===== src/rtl/muldiv_pkg.sv =====
// Shared definitions for the sequential M-extension multiply/divide sequencer:
// opcode constants, FSM state type and operation-class decode.
package muldiv_pkg;

  localparam logic [4:0] OP_MUL    = 5'b10010;
  localparam logic [4:0] OP_MULH   = 5'b10011;
  localparam logic [4:0] OP_MULHSU = 5'b10100;
  localparam logic [4:0] OP_MULHU  = 5'b10101;
  localparam logic [4:0] OP_DIV    = 5'b10110;
  localparam logic [4:0] OP_DIVU   = 5'b10111;
  localparam logic [4:0] OP_REM    = 5'b11000;
  localparam logic [4:0] OP_REMU   = 5'b11001;

  // Latencies are limited to 1..15, so four bits of count are enough.
  localparam int CNT_W = 4;

  typedef enum logic [1:0] {
    ST_IDLE = 2'd0,
    ST_BUSY = 2'd1,
    ST_DONE = 2'd2
  } state_t;

  typedef enum logic [1:0] {
    CLS_NONE = 2'd0,
    CLS_MUL  = 2'd1,
    CLS_DIV  = 2'd2
  } op_class_t;

  function automatic op_class_t decode_class(input logic [4:0] ctrl);
    if (ctrl >= OP_MUL && ctrl <= OP_MULHU) return CLS_MUL;
    if (ctrl >= OP_DIV && ctrl <= OP_REMU)  return CLS_DIV;
    return CLS_NONE;
  endfunction

endpackage


===== src/rtl/latency_counter.sv =====
// Loadable down-counter that saturates at 1; is_one marks the final busy cycle.
// Load has priority over decrement.
module latency_counter
  import muldiv_pkg::*;
(
  input  logic             clk,
  input  logic             reset,
  input  logic             load,
  input  logic [CNT_W-1:0] value,
  input  logic             decrement,
  output logic             is_one
);

  logic [CNT_W-1:0] count;

  always_ff @(posedge clk or posedge reset) begin
    if (reset) begin
      count <= '0;
    end else if (load) begin
      count <= value;
    end else if (decrement && count > CNT_W'(1)) begin
      count <= count - CNT_W'(1);
    end
  end

  assign is_one = (count == CNT_W'(1));

endmodule


===== src/rtl/muldiv_seq.sv =====
// Sequences multi-cycle mul/div through an external ALU: freezes the pipeline
// while the ALU settles, then captures a result and pulses done for one cycle.
module muldiv_seq
  import muldiv_pkg::*;
#(
  parameter int DATA_WIDTH = 32,
  parameter int MUL_LAT    = 2,
  parameter int DIV_LAT    = 6
) (
  input  logic                  clk,
  input  logic                  reset,
  input  logic                  start,
  input  logic [4:0]            alu_ctrl,
  input  logic [DATA_WIDTH-1:0] src1_value,
  input  logic [DATA_WIDTH-1:0] src2_value,
  input  logic                  flush,
  input  logic [DATA_WIDTH-1:0] alu_result,
  output logic [4:0]            hold_ctrl,
  output logic [DATA_WIDTH-1:0] hold_src1,
  output logic [DATA_WIDTH-1:0] hold_src2,
  output logic [DATA_WIDTH-1:0] result,
  output logic                  done,
  output logic                  busy,
  output logic                  stall
);

  localparam logic [DATA_WIDTH-1:0] SMIN = {1'b1, {(DATA_WIDTH-1){1'b0}}};

  // Divide-by-zero and signed overflow have fixed RISC-V answers, so they
  // bypass the ALU and finish after a single busy cycle.
  function automatic logic is_fast(input logic [4:0] c,
                                   input logic [DATA_WIDTH-1:0] a,
                                   input logic [DATA_WIDTH-1:0] b);
    logic signed_op;
    signed_op = (c == OP_DIV) || (c == OP_REM);
    return (decode_class(c) == CLS_DIV) &&
           ((b == '0) || (signed_op && a == SMIN && b == '1));
  endfunction

  function automatic logic [DATA_WIDTH-1:0] fast_value(input logic [4:0] c,
                                                       input logic [DATA_WIDTH-1:0] a,
                                                       input logic [DATA_WIDTH-1:0] b);
    logic is_quot;
    is_quot = (c == OP_DIV) || (c == OP_DIVU);
    if (b == '0) return is_quot ? '1 : a;
    return is_quot ? SMIN : '0;
  endfunction

  state_t           state, state_nxt;
  op_class_t        src_class;
  logic             accept;
  logic             capture;
  logic             cnt_dec;
  logic             cnt_is_one;
  logic [CNT_W-1:0] cnt_value;

  assign src_class = decode_class(alu_ctrl);

  always_comb begin
    if (is_fast(alu_ctrl, src1_value, src2_value)) cnt_value = CNT_W'(1);
    else if (src_class == CLS_MUL)                  cnt_value = CNT_W'(MUL_LAT);
    else                                            cnt_value = CNT_W'(DIV_LAT);
  end

  latency_counter u_cnt (
    .clk       (clk),
    .reset     (reset),
    .load      (accept),
    .value     (cnt_value),
    .decrement (cnt_dec),
    .is_one    (cnt_is_one)
  );

  always_ff @(posedge clk or posedge reset) begin
    if (reset) state <= ST_IDLE;
    else       state <= state_nxt;
  end

  always_comb begin
    state_nxt = state;
    case (state)
      ST_IDLE: if (accept) state_nxt = ST_BUSY;
      ST_BUSY: begin
        if (flush)           state_nxt = ST_IDLE;
        else if (cnt_is_one) state_nxt = ST_DONE;
      end
      ST_DONE: state_nxt = ST_IDLE;
      default: state_nxt = ST_IDLE;
    endcase
  end

  always_comb begin
    accept  = (state == ST_IDLE) && start && !flush && (src_class != CLS_NONE);
    busy    = (state == ST_BUSY);
    done    = (state == ST_DONE);
    stall   = busy || accept;
    cnt_dec = busy && !flush;
    capture = busy && cnt_is_one && !flush;
  end

  always_ff @(posedge clk or posedge reset) begin
    if (reset) begin
      hold_ctrl <= '0;
      hold_src1 <= '0;
      hold_src2 <= '0;
    end else if (accept) begin
      hold_ctrl <= alu_ctrl;
      hold_src1 <= src1_value;
      hold_src2 <= src2_value;
    end
  end

  always_ff @(posedge clk or posedge reset) begin
    if (reset) begin
      result <= '0;
    end else if (capture) begin
      result <= is_fast(hold_ctrl, hold_src1, hold_src2)
              ? fast_value(hold_ctrl, hold_src1, hold_src2) : alu_result;
    end
  end

endmodule


===== config.mk =====
export PLATFORM = sky130hd
export DESIGN_NAME = muldiv_seq
export DESIGN_NICKNAME = d
export VERILOG_FILES = /design/src/rtl/muldiv_pkg.sv /design/src/rtl/latency_counter.sv /design/src/rtl/muldiv_seq.sv
export SDC_FILE = /design/constraint.sdc
export NUM_CORES = 1
export LEC_CHECK = 0
export CAP_MARGIN = 10
export CORE_MARGIN = 10
export CORE_UTILIZATION = 51
export CTS_BUF_LIST = sky130_fd_sc_hd__clkbuf_4
export CTS_CLUSTER_DIAMETER = 60
export DETAILED_ROUTE_END_ITERATION = 8
export GPL_ROUTABILITY_DRIVEN = 0
export PLACE_DENSITY = 0.89
export SLEW_MARGIN = 30
export SYNTH_ARGS = -nofsm -noshare
export SYNTH_HDL_FRONTEND = slang
export SYNTH_HIERARCHICAL = 1
export SYNTH_SLANG_ARGS = --single-unit
export TNS_END_PERCENT = 30

===== constraint.sdc =====
create_clock -name clk -period 5.45 [get_ports clk]
set_input_delay 1.09 -clock clk [delete_from_list [all_inputs] [get_ports clk]]
set_output_delay 1.09 -clock clk [all_outputs]
set_load 0.005 [all_outputs]

==> out/qor.log, run 1 <==
INFO  layout         area_delta_synth_final=37.7%
INFO  setup_path     critical-path-max-stage-delay=0.51ns
INFO  setup_path     timing.critical_path.cells=clkdlybuf4s50_1 -> nor2_1 -> xnor2_1 -> nand2_2 -> nand2_1 -> clkdlybuf4s50_1
INFO  timing         finalSetupTns=0ns
INFO  grt            antenna_found_initial=0
INFO  floorplanning  floorplan.die.width=129um
INFO  routing        dr.pass1.iters=5
INFO  timing         finalClockSkew=0.0157ns
INFO  routing        vias_per_cell=6.31
INFO  grt            grt.overflow.total=0
INFO  status         run_status=finished, final reports clean
INFO  setup_path     critical_path_arrival=2.65ns
INFO  timing         clock.fmax=0.267GHz
INFO  layout         ratio_of_cells_with_drive_above_1_in_the_final_layout=0.197
INFO  synth          ys_warn_count=6
INFO  synth          synth.ff_latch_count=107
INFO  setup_path     timing.critical_path.slowest_stage_cell=clkdlybuf4s50_1
INFO  clock_network  root_buffer=clkbuf_4
INFO  layout         finalInstanceArea=0.00828mm^2
INFO  routing        wl_per_cell=23.2um
INFO  clock_network  tritoncts_num_sinks=107
INFO  routing        drt.antenna.violating_nets=0
INFO  layout         fin_nets=853
INFO  layout         diodes=0
INFO  setup_path     worst_path_most_repeated_cell=clkdlybuf4s50_1
INFO  clock_network  cts-buffers-inserted=9
INFO  layout         seq_area=0.00268mm^2
INFO  synth          synth_area_leader_cell=dfrtp_1
INFO  setup_path     crit_path_end_kind=primary output
INFO  layout         fin_util=0.722
INFO  floorplanning  floorplan.initialDensity=0.524
INFO  timing         setup_violations=0
INFO  power_and_ir_drop power_density=371mW/mm^2
INFO  synth          synth_area=0.00601mm^2
INFO  placed_design  placement.io_buffers=208
INFO  timing         worst_slew_margin_rel=0.405
INFO  setup_path     timing_worst_setup_path_type=in -> out
INFO  routing        vias=5640
INFO  floorplanning  rows=39
INFO  synth          yosys.area.top_type_share=0.445
INFO  setup_path     path_max_fanout=4
INFO  clock_network  hold_buffers=0
INFO  placed_design  detailed_place.area=0.00812mm^2
INFO  synth          synth_xor_area_frac=0.00146
INFO  grt            grt_max_degree=72
INFO  floorplanning  floorplan.core_area=0.0115mm^2
INFO  timing         min_period_over_period=0.686
INFO  grt            global_route_wire_length_before_repair=32700um
INFO  clock_network  cts.clk_slew.worst_paths=0.15ns
INFO  timing         finalCriticalPeriod=3.74ns
INFO  worst_hold_path hold_class=reg -> reg
INFO  synth          combinational_family_with_the_most_area_after_synthesis=simple AND/OR/NAND/NOR gates
INFO  timing         worst-slew-pin-transition=0.892ns
INFO  power_and_ir_drop vdd.ir_drop.worst=0.220mV
INFO  floorplanning  design.die.area=0.0165mm^2
INFO  layout         fillCellCount=819
INFO  synth          netlist_top_cells_area=dfrtp_1, mux2_2, o311a_1
INFO  clock_network  post_cts.repair.setup_buffers=0
INFO  power_and_ir_drop power.static_leakage=3.29nW
INFO  synth          synthMuxAreaShare=0.127
INFO  setup_path     cp_data_required_time=4.36ns
INFO  synth          synth-compound-area-share=0.172
INFO  routing        drt_first_iter_violations=607
INFO  setup_path     rr_worst_depth=5
INFO  timing         final_hold_viol_count=0
INFO  clock_network  tritoncts=yes
INFO  clock_network  clock_insertion_delay_worst_skew=0.48ns
INFO  timing         setup_ws=1.71ns
INFO  synth          synth_flop_cell=dfrtp_1
INFO  timing         timing_max_transition_violations_final=0
INFO  synth          synth_simple_gate_area_share=0.209
INFO  synth          synth.net_count=667
INFO  routing        drc=0
INFO  clock_network  cts-root-to-sink-buffers=2
INFO  synth          synth_enable_flop_cells=0
INFO  routing        drt_wl_total=20700um
INFO  placed_design  place_ws=1.71ns
INFO  grt            grt_pass1_vias=5952
INFO  setup_path     setup.worst_path.start_class=primary input
INFO  synth          seq_area_frac_synth=0.445
INFO  synth          synth_area_per_cell=10.7um^2
INFO  synth          synth_adder_area_share=0.00416
INFO  synth          syn_inst=560
INFO  worst_hold_path holdPathStages=2
INFO  floorplanning  ios=209
INFO  grt            grtUsageTotal=0.246
INFO  job            timing.max_cap.violations=0
INFO  layout         multi_input_gate_area_in_the_final_layout=0.00311mm^2
INFO  clock_network  cts_resized=0
INFO  placed_design  dp_hpwl=15700um
INFO  synth          synth.distinct_cells=63
INFO  clock_network  ctsHtreeMaxLevel=3
INFO  floorplanning  dieHeight=129um
INFO  timing         unrepaired_setup_endpoints_after_global_routing=false
INFO  synth          synth-async-reset-ratio=1.00
==> worst max-delay path: cells and delay by family <==
kind	cells	cell delay, ns
buffers and inverters	2	0.98
and+or+nand+nor	3	0.40
xor gates and xnor gates	1	0.17
==> synth_stat cells, drive strengths merged, types with 3 or more instances <==
cell type	count
nor3b	3
o31ai	3
nor4	37
nand2	44
inv	9
nand3	7
and4	5
a21oi	35
nor2	68
o211ai	31
and3	3
o311a	31
nor4b	4
buf	19
nand4	19
nand2b	6
clkbuf	18
or4b	3
mux2	68
dfrtp	107
nand4b	5
o21ai	4
or2	4
==> worst paths after layout <==
| kind | startpoint | to | slack, ns |
|---|---|---|---|
| worst min register to register | result[10] | result[10] | 0.54 |
| min in group asynchronous | reset | u_cnt/count[2] | 0.88 |
| worst max-delay path | alu_ctrl[1] | stall | 1.71 |
| worst max register to register | hold_src1[17] | result[31] | 2.85 |
| max in group asynchronous | reset | result[3] | 3.25 |
| worst min-delay path | result[10] | result[10] | 0.54 |
==> registers in the layout, summed over array words and instances, names as in the netlist <==
register / cells
hold_src1: 32
hold_src2: 32
result: 32
hold_ctrl: 5
u_cnt/count: 4
state: 2
==> logic make-up (layout without fill, tap and decap cells) <==
| logic type | count (synthesis) | count (layout) |
|---|---|---|
| AND/OR/NAND/NOR | 223 | 223 |
| AO/OA/AOI/OAI | 111 | 111 |
| flip-flops | 107 | 107 |
| multiplexers | 68 | 68 |
| buffers and inverters | 47 | 238 |
| adder cells (fa/ha/maj) | 2 | 2 |
| other | 1 | 1 |
| XOR/XNOR | 1 | 1 |
==> layout by cell type (no fill, tap or decap), types with 3 or more instances in the layout <==
cell type        instances
a21oi_1                 10
nand2_1                 42
clkbuf_4                11
inv_1                    8
and3_1                   3
nand2b_1                 6
clkdlybuf4s50_1        208
nand4_1                 18
nor4_2                   5
dfrtp_1                107
nand4b_1                 5
nor2_1                  68
mux2_1                   8
o211ai_1                11
buf_4                    5
nor4b_1                  3
a21oi_2                 25
nand3_1                  7
mux2_2                  60
o211ai_2                20
or4b_1                   3
o311a_1                 31
nor4_1                  32
==> through the flow <==
| stage | cells | hold slack [ns] | power, mW |
|---|---|---|---|
| 6_report | 894 | 0.540 | 3.08 |
| 5_1_grt | 894 | 0.567 | 3.23 |
| 4_1_cts | 894 | 0.541 | 3.07 |
| 3_5_place_dp | 878 | 0.507 | 2.62 |
| 3_3_place_gp | 878 | 0.500 | 2.57 |
| 2_1_floorplan | 560 | 0.505 | 1.79 |
==> layout make-up <==
type	count	area share
Sequential cell	107	0.323
Clock buffer	11	0.00997
Timing Repair Buffer	213	0.256
Multi-Input combinational cell	406	0.375
Tap cell	143	0.0216
Clock inverter	5	0.00937
Inverter	9	0.00438
==> power breakdown <==
part | internal, mW | total [mW] | switching (mW)
clock | 0.195 | 0.463 | 0.267
sequential | 1.04 | 1.36 | 0.316
combinational | 0.745 | 1.25 | 0.509
total | 1.98 | 3.08 | 1.09
==> metal layers <==
| layer | wire length (um) | vias to the layer above | GRT usage |
|---|---|---|---|
| li1 | - | 2507 | - |
| met1 | 8340 | 2826 | 0.299 |
| met2 | 10100 | 261 | 0.407 |
| met3 | 1620 | 46 | 0.0653 |
| met4 | 692 | 0 | 0.0995 |
| met5 | 0 | - | 0 |
No activity file was read; power rests on OpenSTA's default activity.
==> run 2: changes to the inputs <==
--- a/config.mk
+++ b/config.mk
@@ -7,12 +7,12 @@
 export LEC_CHECK = 0
 export CAP_MARGIN = 10
 export CORE_MARGIN = 10
-export CORE_UTILIZATION = 51
+export CORE_UTILIZATION = 47
 export CTS_BUF_LIST = sky130_fd_sc_hd__clkbuf_4
 export CTS_CLUSTER_DIAMETER = 60
 export DETAILED_ROUTE_END_ITERATION = 8
 export GPL_ROUTABILITY_DRIVEN = 0
-export PLACE_DENSITY = 0.89
+export PLACE_DENSITY = 0.83
 export SLEW_MARGIN = 30
 export SYNTH_ARGS = -nofsm -noshare
 export SYNTH_HDL_FRONTEND = slang
==> constraint.sdc (replaced) <==
create_clock -name clk -period 3.8 [get_ports clk]
set_input_delay 0.76 -clock clk [delete_from_list [all_inputs] [get_ports clk]]
set_output_delay 0.76 -clock clk [all_outputs]
set_load 0.005 [all_outputs]
==> out/qor.log, run 2 (synthesized netlist as in run 1, its figures left out) <==
INFO  status         run_status=finished, final reports clean
INFO  clock_network  cts-root-to-sink-buffers=2 [unchanged]
INFO  setup_path     setup.worst_path.start_class=primary input
INFO  timing         finalClockSkew=0.0208ns [+0.00507 ns]
INFO  floorplanning  ios=209 [unchanged]
INFO  grt            grt.overflow.total=0 [unchanged]
INFO  floorplanning  floorplan.core_area=0.0126mm^2 [+9.6%]
INFO  grt            grtUsageTotal=0.225 [-0.0206]
INFO  setup_path     crit_path_end_kind=primary output
INFO  grt            antenna_found_initial=0 [unchanged]
INFO  setup_path     timing.critical_path.cells=clkdlybuf4s50_1 -> nor2_1 -> xnor2_1 -> nand2_2 -> nand2_1 -> clkdlybuf4s50_1
INFO  power_and_ir_drop switching_power=1.53mW [+40%]
INFO  layout         seq_area=0.00268mm^2 [unchanged]
INFO  routing        drt_wl_total=20800um [+0.40%]
INFO  layout         area_delta_synth_final=38.9%
INFO  power_and_ir_drop report.power.total=4.43mW [+44%]
INFO  setup_path     worst_path_most_repeated_cell=clkdlybuf4s50_1
INFO  layout         ratio_of_cells_with_drive_above_1_in_the_final_layout=0.196 [-0.00133]
INFO  setup_path     cp_data_required_time=3.04ns [-1.32 ns]
INFO  layout         finalInstanceArea=0.00836mm^2 [+0.91%]
INFO  timing         final_hold_viol_count=0 [unchanged]
INFO  setup_path     crit_buf_inv=2 [unchanged]
INFO  routing        top_layer=met4
INFO  setup_path     critical_path_arrival=2.33ns [-0.32 ns]
INFO  setup_path     critical_path.reg2reg.endpoint=result[31]
INFO  setup_path     timing_worst_setup_path_type=in -> out
INFO  routing        drt.antenna.violating_nets=0 [unchanged]
INFO  routing        vias=5582 [-1.0%]
INFO  job            timing.max_cap.violations=0 [unchanged]
INFO  clock_network  post_cts.repair.setup_buffers=0 [unchanged]
INFO  routing        wl_per_cell=22.6um [-2.7%]
INFO  setup_path     timing.critical_path.slowest_stage_cell=clkdlybuf4s50_1
INFO  setup_path     critical-path-max-stage-delay=0.51ns [about the same]
INFO  timing         finalSetupTns=0ns [unchanged]
INFO  timing         setup_violations=0 [unchanged]
INFO  floorplanning  floorplan.initialDensity=0.479 [-0.0459]
INFO  timing         worst-slew-pin-transition=0.843ns [-0.0492 ns]
INFO  power_and_ir_drop power_frac_seq=0.442 [about the same]
INFO  routing        drt_first_iter_violations=473 [-22%]
INFO  setup_path     cpLargestDelayFamily=buffers and inverters
INFO  clock_network  clock_insertion_delay_worst_skew=0.46ns [-0.02 ns]
INFO  floorplanning  dieHeight=133um [+3.5%]
INFO  timing         clock.fmax=0.324GHz
INFO  layout         most_common_cell_after_layout_fill_and_taps_aside=clkdlybuf4s50_1
INFO  routing        drc=0 [unchanged]
INFO  clock_network  cts_resized=0 [unchanged]
INFO  placed_design  dp_hpwl=15900um [+1.4%]
INFO  clock_network  tritoncts_num_sinks=107 [unchanged]
INFO  clock_network  tritoncts=yes
INFO  clock_network  root_buffer=clkbuf_4
INFO  timing         min_period_over_period=0.813
INFO  clock_network  hold_buffers=0 [unchanged]
INFO  power_and_ir_drop power.share.switching=0.345 [-0.00992]
INFO  routing        dr.pass1.iters=5 [unchanged]
INFO  clock_network  ctsHtreeMaxLevel=3 [unchanged]
INFO  layout         largest_registers=hold_src1: 32 flops, hold_src2: 32 flops, result: 32 flops
INFO  layout         multi_input_gate_area_in_the_final_layout=0.00311mm^2 [about the same]
INFO  setup_path     reg2reg_setup_slack=1.20ns [-1.65 ns]
INFO  setup_path     path_max_fanout=4 [unchanged]
INFO  clock_network  cts.clk_slew.worst_paths=0.16ns [about the same]
INFO  grt            grt_max_degree=67 [-6.9%]
INFO  layout         fin_nets=856 [+0.35%]
INFO  power_and_ir_drop internal-power=2.90mW [+46%]
INFO  power_and_ir_drop clkPwrFrac=0.157 [+0.007]
INFO  layout         most_frequent_cells_in_the_layout=clkdlybuf4s50_1, dfrtp_1, nor2_1
INFO  routing        met3WireLength=1580um [-3.0%]
INFO  routing        m1WireLength=8580um [+2.9%]
INFO  power_and_ir_drop vdd.ir_drop.worst=0.306mV [+39%]
INFO  power_and_ir_drop power_density=530mW/mm^2 [+43%]
INFO  setup_path     rr_worst_depth=5 [unchanged]
INFO  layout         diodes=0 [unchanged]
INFO  placed_design  detailed_place.area=0.00819mm^2 [+0.86%]
INFO  placed_design  placement.io_buffers=208 [unchanged]
INFO  timing         finalCriticalPeriod=3.09ns
INFO  timing         worst_slew_margin_rel=0.438 [+0.0328]
INFO  timing         fin_hold_ws=0.537ns [-0.00275 ns]
INFO  floorplanning  rows=41 [+5.1%]
INFO  timing         timing_max_transition_violations_final=0 [unchanged]
INFO  grt            global_route_wire_length_before_repair=32500um [-0.55%]
INFO  timing         unrepaired_setup_endpoints_after_global_routing=false
INFO  power_and_ir_drop power_frac_comb=0.401 [-0.006]
INFO  layout         fin_util=0.665 [-0.0573]
INFO  clock_network  cts-buffers-inserted=9 [unchanged]
INFO  worst_hold_path hold_class=in -> async
INFO  layout         fillCellCount=983 [+20%]
INFO  floorplanning  floorplan.die.width=133um [+3.5%]
INFO  routing        vias_per_cell=6.05 [-4.1%]
INFO  grt            grt_pass1_vias=5737 [-3.6%]
INFO  floorplanning  design.die.area=0.0177mm^2 [+7.2%]
INFO  power_and_ir_drop power.static_leakage=3.31nW [+0.58%]
INFO  routing        detailroute.wirelength.met2=10300um [+1.7%]
INFO  setup_path     worstReg2RegStart=hold_src1[17]
-- run 2: layout make-up --
| class | count | share of cell area |
|---|---|---|
| multi-input combinational | 406 | 0.372 |
| timing repair buffer | 216 | 0.258 |
| inverter | 9 | 0.00434 |
| tap | 172 | 0.0258 |
| sequential | 107 | 0.320 |
| clock buffer | 10 | 0.00898 |
| clock inverter | 3 | 0.0108 |
-- run 2: worst max path at each step --
stage / start / end / slack (ns) / depth (start not counted)
final: alu_ctrl[1] / stall / 0.71 / 6
after global routing: alu_ctrl[1] / stall / 0.62 / 6
after CTS: alu_ctrl[1] / stall / 0.72 / 6
after detailed placement: alu_ctrl[1] / hold_ctrl[0] / 0.68 / 7
after global placement: src2_value[2] / u_cnt/count[1] / 0.72 / 8
after floorplan: reset / hold_ctrl[0] / 0.34 / 1
-- run 2: stage by stage --
| step | cells | setup slack, ns |
|---|---|---|
| final | 923 | 0.711 |
| after floorplan | 560 | 0.336 |
| after detailed placement | 910 | 0.679 |
| after global placement | 910 | 0.723 |
| after global routing | 923 | 0.617 |
| after CTS | 923 | 0.718 |
-- run 2: power groups by stage --
stage	Combinational [mW]	Clock, mW	Sequential (mW)
detailed placement	1.78	0	1.97
finish	1.77	0.695	1.96
global route	1.93	0.744	2.01
global placement	1.74	0	1.94
floorplan	0.716	0	1.86
CTS	1.79	0.705	1.95
-- run 2: layer usage --
metal | track usage | vias up
met2 | 0.374 | 249
met1 | 0.282 | 2808
met3 | 0.0598 | 25
met4 | 0.0659 | 0
li1 | - | 2500
met5 | 0 | -
==> run 3: changes to the inputs <==
==> constraint.sdc (replaced) <==
create_clock -name clk -period 3.1 [get_ports clk]
set_input_delay 0.62 -clock clk [delete_from_list [all_inputs] [get_ports clk]]
set_output_delay 0.62 -clock clk [all_outputs]
set_load 0.005 [all_outputs]
==> out/qor.log, run 3 (synthesized netlist as in run 1, its figures left out) <==
INFO  placed_design  detailed_place.area=0.00824mm^2 [+0.63%]
INFO  timing         finalCriticalPeriod=2.81ns
INFO  timing         setup_violations=0 [unchanged]
INFO  timing         fin_hold_ws=0.428ns [-0.110 ns]
INFO  grt            grt_pass1_vias=5876 [+2.4%]
INFO  clock_network  root_buffer=clkbuf_4
INFO  timing         worst-slew-pin-transition=0.862ns [+0.0192 ns]
INFO  layout         area_delta_synth_final=39.4%
INFO  timing         finalClockSkew=0.0195ns [-0.00133 ns]
INFO  clock_network  ctsHtreeMaxLevel=3 [unchanged]
INFO  layout         diodes=0 [unchanged]
INFO  routing        dr.pass1.iters=5 [unchanged]
INFO  layout         most_common_cell_after_layout_fill_and_taps_aside=clkdlybuf4s50_1
INFO  clock_network  cts-buffers-inserted=9 [unchanged]
INFO  grt            grtUsageTotal=0.235 [+0.00905]
INFO  clock_network  tritoncts=yes
INFO  setup_path     worstReg2RegStart=hold_src1[17]
INFO  power_and_ir_drop clkPwrFrac=0.137 [-0.020]
INFO  setup_path     path_max_fanout=4 [unchanged]
INFO  power_and_ir_drop switching_power=1.94mW [+27%]
INFO  grt            antenna_found_initial=0 [unchanged]
INFO  setup_path     critical_path.reg2reg.endpoint=result[30]
INFO  setup_path     critical_path_arrival=2.19ns [-0.14 ns]
INFO  status         run_status=finished, final reports clean
INFO  routing        wl_per_cell=22.7um [+0.63%]
INFO  floorplanning  ios=209 [unchanged]
INFO  routing        vias=5598 [+0.29%]
INFO  power_and_ir_drop vdd.ir_drop.worst=0.342mV [+12%]
INFO  routing        drt.antenna.violating_nets=0 [unchanged]
INFO  floorplanning  floorplan.die.width=133um [unchanged]
INFO  timing         timing_max_transition_violations_final=0 [unchanged]
INFO  setup_path     rr_worst_depth=6 [+1]
INFO  timing         min_period_over_period=0.905
INFO  layout         most_frequent_cells_in_the_layout=clkdlybuf4s50_1, dfrtp_1, nor2_1
INFO  layout         ratio_of_cells_with_drive_above_1_in_the_final_layout=0.204 [+0.00848]
INFO  setup_path     crit_path_end_kind=primary output
INFO  clock_network  cts.clk_slew.worst_paths=0.15ns [about the same]
INFO  job            timing.max_cap.violations=0 [unchanged]
INFO  routing        drt_wl_total=21100um [+1.5%]
INFO  floorplanning  floorplan.initialDensity=0.479 [unchanged]
INFO  layout         fillCellCount=1009 [+2.6%]
INFO  power_and_ir_drop power.share.switching=0.362 [+0.0164]
INFO  floorplanning  design.die.area=0.0177mm^2 [unchanged]
INFO  grt            global_route_wire_length_before_repair=33700um [+3.7%]
INFO  power_and_ir_drop power_frac_seq=0.444 [+0.002]
INFO  worst_hold_path hold_class=in -> async
INFO  timing         unrepaired_setup_endpoints_after_global_routing=false
INFO  timing         clock.fmax=0.356GHz
INFO  layout         fin_nets=861 [+0.58%]
INFO  floorplanning  dieHeight=133um [unchanged]
INFO  placed_design  placement.io_buffers=208 [unchanged]
INFO  layout         finalInstanceArea=0.00838mm^2 [+0.33%]
INFO  layout         fin_util=0.667 [+0.00219]
INFO  layout         final_cell_count_no_fill=931 [+0.87%]
INFO  placed_design  dp_hpwl=16200um [+1.6%]
INFO  clock_network  cts-root-to-sink-buffers=2 [unchanged]
INFO  clock_network  tritoncts_num_sinks=107 [unchanged]
INFO  setup_path     timing_worst_setup_path_type=in -> out
INFO  routing        drc=0 [unchanged]
INFO  power_and_ir_drop power_density=638mW/mm^2 [+21%]
INFO  power_and_ir_drop internal-power=3.42mW [+18%]
INFO  timing         worst_slew_margin_rel=0.423 [-0.0150]
INFO  setup_path     reg2reg_setup_slack=0.61ns [-0.59 ns]
INFO  grt            grt_max_degree=64 [-4.5%]
INFO  routing        drt_first_iter_violations=465 [-1.7%]
INFO  clock_network  hold_buffers=0 [unchanged]
INFO  placed_design  placed_cells=915 [+0.55%]
INFO  setup_path     cp_data_required_time=2.48ns [-0.56 ns]
INFO  setup_path     setup.worst_path.start_class=primary input
INFO  power_and_ir_drop power_frac_comb=0.418 [+0.017]
INFO  floorplanning  rows=41 [unchanged]
INFO  clock_network  clock_insertion_delay_worst_skew=0.46ns [about the same]
INFO  layout         largest_registers=hold_src1: 32 flops, hold_src2: 32 flops, result: 32 flops
INFO  power_and_ir_drop power.static_leakage=3.32nW [+0.16%]
INFO  floorplanning  floorplan.core_area=0.0126mm^2 [unchanged]
INFO  timing         finalSetupTns=0ns [unchanged]
INFO  clock_network  cts_resized=0 [unchanged]
INFO  clock_network  post_cts.repair.setup_buffers=0 [unchanged]
INFO  grt            grt.overflow.total=0 [unchanged]
INFO  timing         final_hold_viol_count=0 [unchanged]
INFO  routing        vias_per_cell=6.01 [-0.58%]
[run 3: cell types whose count changed in the layout (fill, tap and decap cells not counted)]
cell        change
buf_12          +1
clkinv_2        +1
buf_4           +4
clkinvlp_4      +4
inv_4           -1
clkinv_4        +1
bufinv_16       -2
[run 3: stage by stage]
stage	worst slack (ns)	power, mW
finish	0.295	5.35
global route	0.171	5.67
CTS	0.304	5.36
detailed placement	0.308	4.63
global placement	0.334	4.55
floorplan	0.977	3.15
[run 3: final cells by class]
class                      instances  area [um^2]  area share
clock buffer                      10         75.1     0.00896
clock inverter                     6         66.3     0.00791
inverter                           9         37.5     0.00448
multi-input combinational        406         3110       0.371
sequential                       107         2680       0.319
tap                              172          215      0.0257
timing repair buffer             221         2200       0.263
[run 3: routing by layer]
metal,vias up,share of wire,global-route usage
met4,0,0.022,0.0647
met1,2807,0.41,0.287
met3,32,0.081,0.0744
met5,-,0,0
met2,241,0.49,0.390
li1,2518,-,-
[run 3: worst max path at each step]
stage	depth (start not counted)	to	slack, ns	start
2_1_floorplan	7	u_cnt/count[1]	0.98	src1_value[29]
3_3_place_gp	6	stall	0.33	alu_ctrl[1]
3_5_place_dp	6	stall	0.31	alu_ctrl[1]
4_1_cts	6	stall	0.30	alu_ctrl[1]
5_1_grt	6	stall	0.17	alu_ctrl[1]
6_report	6	stall	0.29	alu_ctrl[1]
[run 3: critical path: stages]
cell,delay [ns]
clkdlybuf4s50_1,0.47
nor2_1,0.26
xnor2_1,0.17
nand2_2,0.10
nand2_1,0.08
clkdlybuf4s50_1,0.50
[run 3: power by group through the flow]
| stage | Sequential [mW] | Clock [mW] | Combinational [mW] |
|---|---|---|---|
| global placement | 2.36 | 0 | 2.18 |
| floorplan | 2.28 | 0 | 0.878 |
| finish | 2.38 | 0.734 | 2.24 |
| detailed placement | 2.39 | 0 | 2.24 |
| CTS | 2.36 | 0.744 | 2.26 |
| global route | 2.44 | 0.805 | 2.43 |
